===== src/rtl/pmem_acc_ctrl_if.sv =====
// Bus bundle between the PMEM accumulation controller and its surroundings:
// job control, OFIFO pop, PMEM port, accumulate/ReLU base and final-row flag.
interface pmem_acc_ctrl_if #(
  parameter int psum_bw = 16,
  parameter int col     = 8,
  parameter int addr_bw = 4,
  parameter int pass_bw = 4
);
  logic                     start;
  logic [addr_bw-1:0]       num_addr;
  logic [pass_bw-1:0]       num_pass;
  logic                     ofifo_valid;
  logic                     ofifo_rd;
  logic [psum_bw*col-1:0]   pmem_q;
  logic                     pmem_cen;
  logic                     pmem_wen;
  logic [addr_bw-1:0]       pmem_addr;
  logic [psum_bw*col-1:0]   base_out;
  logic                     acc;
  logic                     sfp_valid;
  logic [addr_bw-1:0]       sfp_addr;
  logic                     busy;
  logic                     done;

  modport master (
    input  start, num_addr, num_pass, ofifo_valid, pmem_q,
    output ofifo_rd, pmem_cen, pmem_wen, pmem_addr, base_out,
           acc, sfp_valid, sfp_addr, busy, done
  );

  modport slave (
    output start, num_addr, num_pass, ofifo_valid, pmem_q,
    input  ofifo_rd, pmem_cen, pmem_wen, pmem_addr, base_out,
           acc, sfp_valid, sfp_addr, busy, done
  );
endinterface


===== src/rtl/pmem_acc_ctrl.sv =====
// Read-modify-write sequencer for the partial-sum memory: READ, ALIGN, WRITE
// per row, N rows per pass, P passes, final pass drops acc and flags rows.
module pmem_acc_ctrl #(
  parameter int psum_bw = 16,
  parameter int col     = 8,
  parameter int addr_bw = 4,
  parameter int pass_bw = 4
) (
  input logic             clk,
  input logic             reset,
  pmem_acc_ctrl_if.master bus
);

  localparam int data_w = psum_bw * col;
  localparam logic [data_w-1:0]  data_zero = {data_w{1'b0}};
  localparam logic [addr_bw-1:0] addr_zero = {addr_bw{1'b0}};
  localparam logic [addr_bw-1:0] addr_one  = {{(addr_bw-1){1'b0}}, 1'b1};
  localparam logic [pass_bw-1:0] pass_zero = {pass_bw{1'b0}};
  localparam logic [pass_bw-1:0] pass_one  = {{(pass_bw-1){1'b0}}, 1'b1};

  typedef enum logic [2:0] {
    S_IDLE  = 3'd0,
    S_READ  = 3'd1,
    S_ALIGN = 3'd2,
    S_WRITE = 3'd3,
    S_DONE  = 3'd4
  } state_t;

  state_t             state_r, state_n_s;
  logic [addr_bw-1:0] a_r, a_n_s;
  logic [pass_bw-1:0] p_r, p_n_s;
  logic               last_row_s;
  logic               last_pass_s;
  logic               first_pass_s;

  // Counters only ever range 0..N-1 / 0..P-1, so equality marks the last one.
  assign last_row_s   = (a_r == (bus.num_addr - addr_one));
  assign last_pass_s  = (p_r == (bus.num_pass - pass_one));
  assign first_pass_s = (p_r == pass_zero);

  // State and row/pass counter registers with synchronous active-low reset.
  always_ff @(posedge clk) begin
    if (!reset) begin
      state_r <= S_IDLE;
      a_r     <= addr_zero;
      p_r     <= pass_zero;
    end else begin
      state_r <= state_n_s;
      a_r     <= a_n_s;
      p_r     <= p_n_s;
    end
  end

  // Next-state, counter advance and output decode.
  always_comb begin
    state_n_s     = state_r;
    a_n_s         = a_r;
    p_n_s         = p_r;
    bus.ofifo_rd  = 1'b0;
    bus.pmem_cen  = 1'b1;
    bus.pmem_wen  = 1'b1;
    bus.pmem_addr = a_r;
    bus.base_out  = first_pass_s ? data_zero : bus.pmem_q;
    bus.acc       = 1'b1;
    bus.sfp_valid = 1'b0;
    bus.sfp_addr  = addr_zero;
    bus.busy      = 1'b1;
    bus.done      = 1'b0;
    case (state_r)
      S_IDLE: begin
        bus.busy = 1'b0;
        if (bus.start) begin
          // An empty job still reports completion, but touches nothing.
          if ((bus.num_addr != addr_zero) && (bus.num_pass != pass_zero)) begin
            state_n_s = S_READ;
          end else begin
            state_n_s = S_DONE;
          end
        end else begin
          state_n_s = S_IDLE;
        end
      end
      S_READ: begin
        if (bus.ofifo_valid) begin
          bus.ofifo_rd = 1'b1;
          bus.pmem_cen = 1'b0;
          state_n_s    = S_ALIGN;
        end else begin
          state_n_s = S_READ;
        end
      end
      S_ALIGN: begin
        if (last_pass_s) begin
          bus.acc = 1'b0;
        end else begin
          bus.acc = 1'b1;
        end
        state_n_s = S_WRITE;
      end
      S_WRITE: begin
        bus.pmem_cen = 1'b0;
        bus.pmem_wen = 1'b0;
        if (last_pass_s) begin
          bus.sfp_valid = 1'b1;
          bus.sfp_addr  = a_r;
        end else begin
          bus.sfp_valid = 1'b0;
        end
        if (!last_row_s) begin
          a_n_s     = a_r + addr_one;
          state_n_s = S_READ;
        end else if (!last_pass_s) begin
          a_n_s     = addr_zero;
          p_n_s     = p_r + pass_one;
          state_n_s = S_READ;
        end else begin
          state_n_s = S_DONE;
        end
      end
      S_DONE: begin
        bus.done  = 1'b1;
        a_n_s     = addr_zero;
        p_n_s     = pass_zero;
        state_n_s = S_IDLE;
      end
      default: begin
        bus.busy  = 1'b0;
        a_n_s     = addr_zero;
        p_n_s     = pass_zero;
        state_n_s = S_IDLE;
      end
    endcase
  end

endmodule


===== src/flat_wrapper.sv =====
// flat-port wrapper written by rule: the top's interface ports become plain ports
module pmem_acc_ctrl_flat 
#(
  parameter int psum_bw = 16,
  parameter int col     = 8,
  parameter int addr_bw = 4,
  parameter int pass_bw = 4
)
  (clk, reset, bus_start, bus_num_addr, bus_num_pass, bus_ofifo_valid, bus_pmem_q, bus_ofifo_rd, bus_pmem_cen, bus_pmem_wen, bus_pmem_addr, bus_base_out, bus_acc, bus_sfp_valid, bus_sfp_addr, bus_busy, bus_done);
  pmem_acc_ctrl_if #(.psum_bw(psum_bw), .col(col), .addr_bw(addr_bw), .pass_bw(pass_bw)) bus_i ();
  input logic clk;
  input logic reset;
  input wire logic [$bits(bus_i.start)-1:0] bus_start;
  input wire logic [$bits(bus_i.num_addr)-1:0] bus_num_addr;
  input wire logic [$bits(bus_i.num_pass)-1:0] bus_num_pass;
  input wire logic [$bits(bus_i.ofifo_valid)-1:0] bus_ofifo_valid;
  input wire logic [$bits(bus_i.pmem_q)-1:0] bus_pmem_q;
  output wire logic [$bits(bus_i.ofifo_rd)-1:0] bus_ofifo_rd;
  output wire logic [$bits(bus_i.pmem_cen)-1:0] bus_pmem_cen;
  output wire logic [$bits(bus_i.pmem_wen)-1:0] bus_pmem_wen;
  output wire logic [$bits(bus_i.pmem_addr)-1:0] bus_pmem_addr;
  output wire logic [$bits(bus_i.base_out)-1:0] bus_base_out;
  output wire logic [$bits(bus_i.acc)-1:0] bus_acc;
  output wire logic [$bits(bus_i.sfp_valid)-1:0] bus_sfp_valid;
  output wire logic [$bits(bus_i.sfp_addr)-1:0] bus_sfp_addr;
  output wire logic [$bits(bus_i.busy)-1:0] bus_busy;
  output wire logic [$bits(bus_i.done)-1:0] bus_done;
  assign bus_i.start = bus_start;
  assign bus_i.num_addr = bus_num_addr;
  assign bus_i.num_pass = bus_num_pass;
  assign bus_i.ofifo_valid = bus_ofifo_valid;
  assign bus_i.pmem_q = bus_pmem_q;
  assign bus_ofifo_rd = bus_i.ofifo_rd;
  assign bus_pmem_cen = bus_i.pmem_cen;
  assign bus_pmem_wen = bus_i.pmem_wen;
  assign bus_pmem_addr = bus_i.pmem_addr;
  assign bus_base_out = bus_i.base_out;
  assign bus_acc = bus_i.acc;
  assign bus_sfp_valid = bus_i.sfp_valid;
  assign bus_sfp_addr = bus_i.sfp_addr;
  assign bus_busy = bus_i.busy;
  assign bus_done = bus_i.done;
  pmem_acc_ctrl #(.psum_bw(psum_bw), .col(col), .addr_bw(addr_bw), .pass_bw(pass_bw)) u_core (.clk(clk), .reset(reset), .bus(bus_i));
endmodule

===== config.mk =====
export PLATFORM = sky130hd
export DESIGN_NAME = pmem_acc_ctrl_flat
export DESIGN_NICKNAME = d
export VERILOG_FILES = /design/src/rtl/pmem_acc_ctrl_if.sv /design/src/rtl/pmem_acc_ctrl.sv /design/src/flat_wrapper.sv
export SDC_FILE = /design/constraint.sdc
export NUM_CORES = 1
export LEC_CHECK = 0
export ABC_AREA = 1
export ABC_CLOCK_PERIOD_IN_PS = 5800
export CAP_MARGIN = 20
export CELL_PAD_IN_SITES_DETAIL_PLACEMENT = 0
export CELL_PAD_IN_SITES_GLOBAL_PLACEMENT = 1
export CORE_ASPECT_RATIO = 0.5
export CORE_UTILIZATION = 14
export CTS_CLUSTER_DIAMETER = 40
export CTS_CLUSTER_SIZE = 20
export DETAILED_ROUTE_END_ITERATION = 12
export PLACE_DENSITY_LB_ADDON = 0.1
export SETUP_SLACK_MARGIN = 0.15
export SLEW_MARGIN = 40
export SYNTH_ARGS = -nofsm -noshare
export SYNTH_HDL_FRONTEND = slang
export SYNTH_SLANG_ARGS = --single-unit

===== constraint.sdc =====
create_clock -name clk -period 5.8 [get_ports clk]
set_input_delay 1.45 -clock clk [delete_from_list [all_inputs] [get_ports clk]]
set_output_delay 1.45 -clock clk [all_outputs]
set_load 0.05 [all_outputs]

* After elaboration in Yosys (flattened, before gate mapping)
Cells that the tools add are included.
** Word-level totals
- Input bits :: 140
- Output and inout port bits :: 143
- Register bits :: 11
- Word-level logic and storage cells :: 49
** Operators by class
- Eq/ne operators :: 8
- Add/sub/neg operators :: 4
- Bitwise logic cells :: 1
- Reductions and logical operators :: 8
- Multiplexer cells :: 25
** Operators by type and width (number)
- $mux 128 :: 1
- $mux 4 :: 5
- $pmux 4 s2 :: 2
- $mux 3 :: 4
- $pmux 3 s4 :: 1
- $mux 1 :: 10
- $add 4x1->4 const B :: 2
- $eq 4x4->1 :: 2
- $reduce_bool 4->1 :: 2
- $sub 4x1->4 const B :: 2
- $eq 3x2->1 const B :: 2
- $logic_not 4->1 :: 1
- $reduce_or 4->1 :: 1
- $eq 3x1->1 const B :: 1
- $eq 3x3->1 const B :: 1
- $logic_not 3->1 :: 1
- $reduce_and 3->1 :: 1
- $reduce_or 3->1 :: 1
- $mux 2 :: 1
- $ne 2x1->1 const B :: 1
- $ne 2x2->1 const B :: 1
- $pmux 1 s2 :: 1
- $logic_and 1x1->1 :: 1
- $not 1->1 :: 1

* Logic depth before layout (Yosys ltp)
- Depth after elaboration :: 5
- Depth in mapped cells :: 14
- Mapped depth without buffers :: 14

* Worst setup path before layout
No wires, ideal clock.
- Kind :: input to output
- From :: in bus_num_pass[0]
- To :: out bus_sfp_addr[1]
- Stages on the path :: 10
- Data required time :: 4.350 ns
- Data arrival time :: 3.082 ns
- Path buffers :: 0
- Path slack :: 1.268 ns
- Path through :: inv_1 > ha_1 > inv_1 > nand2_1 > nand2_1 > nor2_2 > nand4_4 > inv_1 > nand2_1 > inv_1
** On the way
- Word-level cells in the longest chain between the ends :: 4
** RTL lines
- start, declared :: line flat_wrapper.sv:15 : input wire logic [$bits(bus_i.num_pass)-1:0] bus_num_pass;
- $sub 4x1->4 :: line pmem_acc_ctrl.sv:38 : assign last_pass_s = (p_r == (bus.num_pass - pass_one));
- $eq 4x4->1 :: line pmem_acc_ctrl.sv:38
- $mux 4 :: line pmem_acc_ctrl.sv:103 : if (last_pass_s) begin
- $mux 4 :: line pmem_acc_ctrl.sv:69 : case (state_r)
- end, declared :: line flat_wrapper.sv:25 : output wire logic [$bits(bus_i.sfp_addr)-1:0] bus_sfp_addr;
Every way passes these cells.

* Worst setup path after layout
- From :: in bus_num_pass[0]
- To :: out bus_sfp_addr[3]
Same word-level chain as after synthesis.

==> impl_metrics.yaml <==
sta:
  fin_worst_skew_ns: 0.00275
  drv_slew: 0
  period_minus_slack_ns: 5.31
  relSlewSlack: 0.625
  tightest_slew_ns: 0.563
  finalSetupViolCount: 0
  setup_tns_ns: 0
  timing.fmax_mhz: 188
  finalHoldViolations: 0
  rsz0062_at_grt: "false"
  period_share: 0.916
finish:
  nets: 860
  drive_gt1_frac: 0.0281
  antenna_cells: 0
  area_growth_pct: 149
  instances_no_fill: 910
synth:
  synth_area_leaders: "inv_1 (28%), nor2_1 (27%), dfxtp_1 (11%)"
  syn_nets: 586
  yosys.area.top_type: "inv_1"
  avgSynthCellArea_um2: 4.77
  synthDistinctLibCells: 26
  netlist_area_um2: 2090
  synthTopCellsByCount: "inv_1 (154), nor2_1 (149), nand2_1 (47)"
  yosysTopAreaCellShare: 0.276
  ys_seq_area_frac: 0.105
  synth_edf_count: 0
  async_flop_share: 0
  synthFlopType: "dfxtp_1"
  synth_most_common_cell: "inv_1"
  synth-seq-cells: 11
  synthCells: 439
  ys_warn_count: 0
setup_path:
  worstSetupPathType: "in -> out"
  end_kind: "primary output"
  path_cells: "clkdlybuf4s50_1 > inv_1 > ha_1 > inv_1 > nand2_1 > nand2_1 > nor2_2 > nand4_4 > nor2_1 > clkdlybuf4s50_1"
  crit_path_top_delay_cell: "clkdlybuf4s50_1"
  cp_max_fo: 7
  r2r_slack_ns: 4.30
  worstPathArrival_ns: 3.86
  start_kind: "input pin"
  rr_worst_depth: 11
  r2r_start: "u_core.bus.pmem_addr[3]$_SDFFE_PN0P_"
  max_stage_delay_ns: 0.81
  cp.required_ns: 4.35
  timing.rr.end: "u_core.p_r[1]$_SDFFE_PN0P_"
place:
  gp_congestion: 0.697
  dp.cells: 906
  port_buffers: 282
  hpwl_um: 8960
cts:
  post_cts_buffers: 0
  cts_buffers: 3
  insertion_delay_ns: 0.24
  root_buffer: "clkbuf_16"
  cts.sinks: 11
  htreeDepth: 1
  cts.repair.resized: 0
  cts.path.max_buffers: 2
  cts_tree: "done"
  hold_buffers: 0
  clkTransAtPathRegs_ns: 0.04
detailed_routing:
  drc_errors: 0
  num_vias: 3172
  vias_per_cell: 3.49
  first_pass_iters: 4
  wl_per_cell_um: 11.6
  ant_nets: 0
  drt_iter0_markers: 138
  routed_wl_um: 10600
worst_hold_path:
  min_path_type: "reg -> reg"
  hold_depth: 2
  whs_endpoint: "u_core.p_r[2]$_SDFFE_PN0P_"
  min-delay-start: "u_core.p_r[2]$_SDFFE_PN0P_"
power:
  vdd_drop_max_mv: 0.0950
  leakage_nw: 2.61
  powerDensity_nw_per_um2: 182
floorplanning:
  die_h_um: 88.4
  start_util: 0.144
  rows: 31
  die_x_um: 175
  core-area_um2: 14500
  io_pins: 283
  die-area_um2: 15500
grt:
  grt_pass1_wl_um: 15300
  grt_start_max_net_pins: 129
  grt_pass1_vias: 2696
  grt-ovfl-total: 0
  grt.total_usage: 0.126
  antenna_found_initial: 0
outcome:
  run_status: "finished, final reports clean"
job:
  drv_cap: 0
-- state kept, by name (all words and copies together) (netlist names) --
name	count
u_core.state_r	3
u_core.bus.pmem_addr	4
u_core.p_r	4
-- worst max path at each step --
stage                          from         endpoint  slack [ns]  cells past startpoint
floorplan           bus_num_pass[0]  bus_sfp_addr[1]        1.27                     10
global placement    bus_num_pass[0]  bus_sfp_addr[0]        0.49                     10
detailed placement  bus_num_pass[0]  bus_sfp_addr[3]        0.48                      9
CTS                 bus_num_pass[0]  bus_sfp_addr[3]        0.46                     10
global route        bus_num_pass[0]  bus_sfp_addr[3]        0.31                     10
finish              bus_num_pass[0]  bus_sfp_addr[3]        0.49                     10
-- layer usage --
layer  track usage  wire (µm)
met5             0          0
met4        0.0261        107
met3        0.0146        459
met2         0.255       5790
met1         0.143       4230
-- through the flow --
stage	utilization	total power [mW]	hold slack [ns]	worst slack, ns	cell area [µm²]
after detailed placement	0.353	0.824	0.542	0.479	5120
after CTS	0.358	0.954	0.550	0.457	5200
final	0.358	0.944	0.542	0.489	5200
after global routing	0.358	0.994	0.571	0.312	5200
after floorplan	-	0.532	0.489	1.27	2090
after global placement	0.353	0.827	0.541	0.487	5120
-- area by class of cell --
type | count | area, µm²
Clock buffer | 4 | 78.8
Fill cell | 1567 | 9310
Inverter | 157 | 589
Multi-Input combinational cell | 257 | 1220
Sequential cell | 11 | 220
Tap cell | 198 | 248
Timing Repair Buffer | 283 | 2840
-- power by group --
| part | internal (mW) | total [mW] | switching (mW) |
|---|---|---|---|
| Sequential | 0.0797 | 0.0850 | 0.00539 |
| Combinational | 0.262 | 0.730 | 0.468 |
| Clock | 0.0926 | 0.129 | 0.0365 |
| Total | 0.434 | 0.944 | 0.510 |
-- worst max-delay path, delay by kind of cell --
kind,cells,cell delay [ns]
buffers and inverters,4,1.46
and+or+nand+nor,5,0.64
adders and majority gates,1,0.31
-- cell families after synthesis --
| kind of cell | after synthesis | share of synthesized area |
|---|---|---|
| AOI/OAI and AO/OA | 16 | 0.0437 |
| xor gates and xnor gates | 6 | 0.0251 |
| adders and majority gates | 7 | 0.0419 |
| buffers and inverters | 171 | 0.314 |
| DFF | 11 | 0.105 |
| and+or+nand+nor | 228 | 0.470 |
-- cells in the final DEF, fill, tap and decap left out, drive strengths merged, types with 3 or more instances in the layout --
master         netlist  final
a21oi                7      7
clkbuf               2      4
a31oi                3      3
clkdlybuf4s50        0    281
dfxtp               11     11
o21ai                3      3
nand3               14     14
nor2               154    154
xor2                 5      5
nand2               51     51
inv                157    157
nand4                6      6
ha                   7      7
Power figures use the tool's default switching activity.
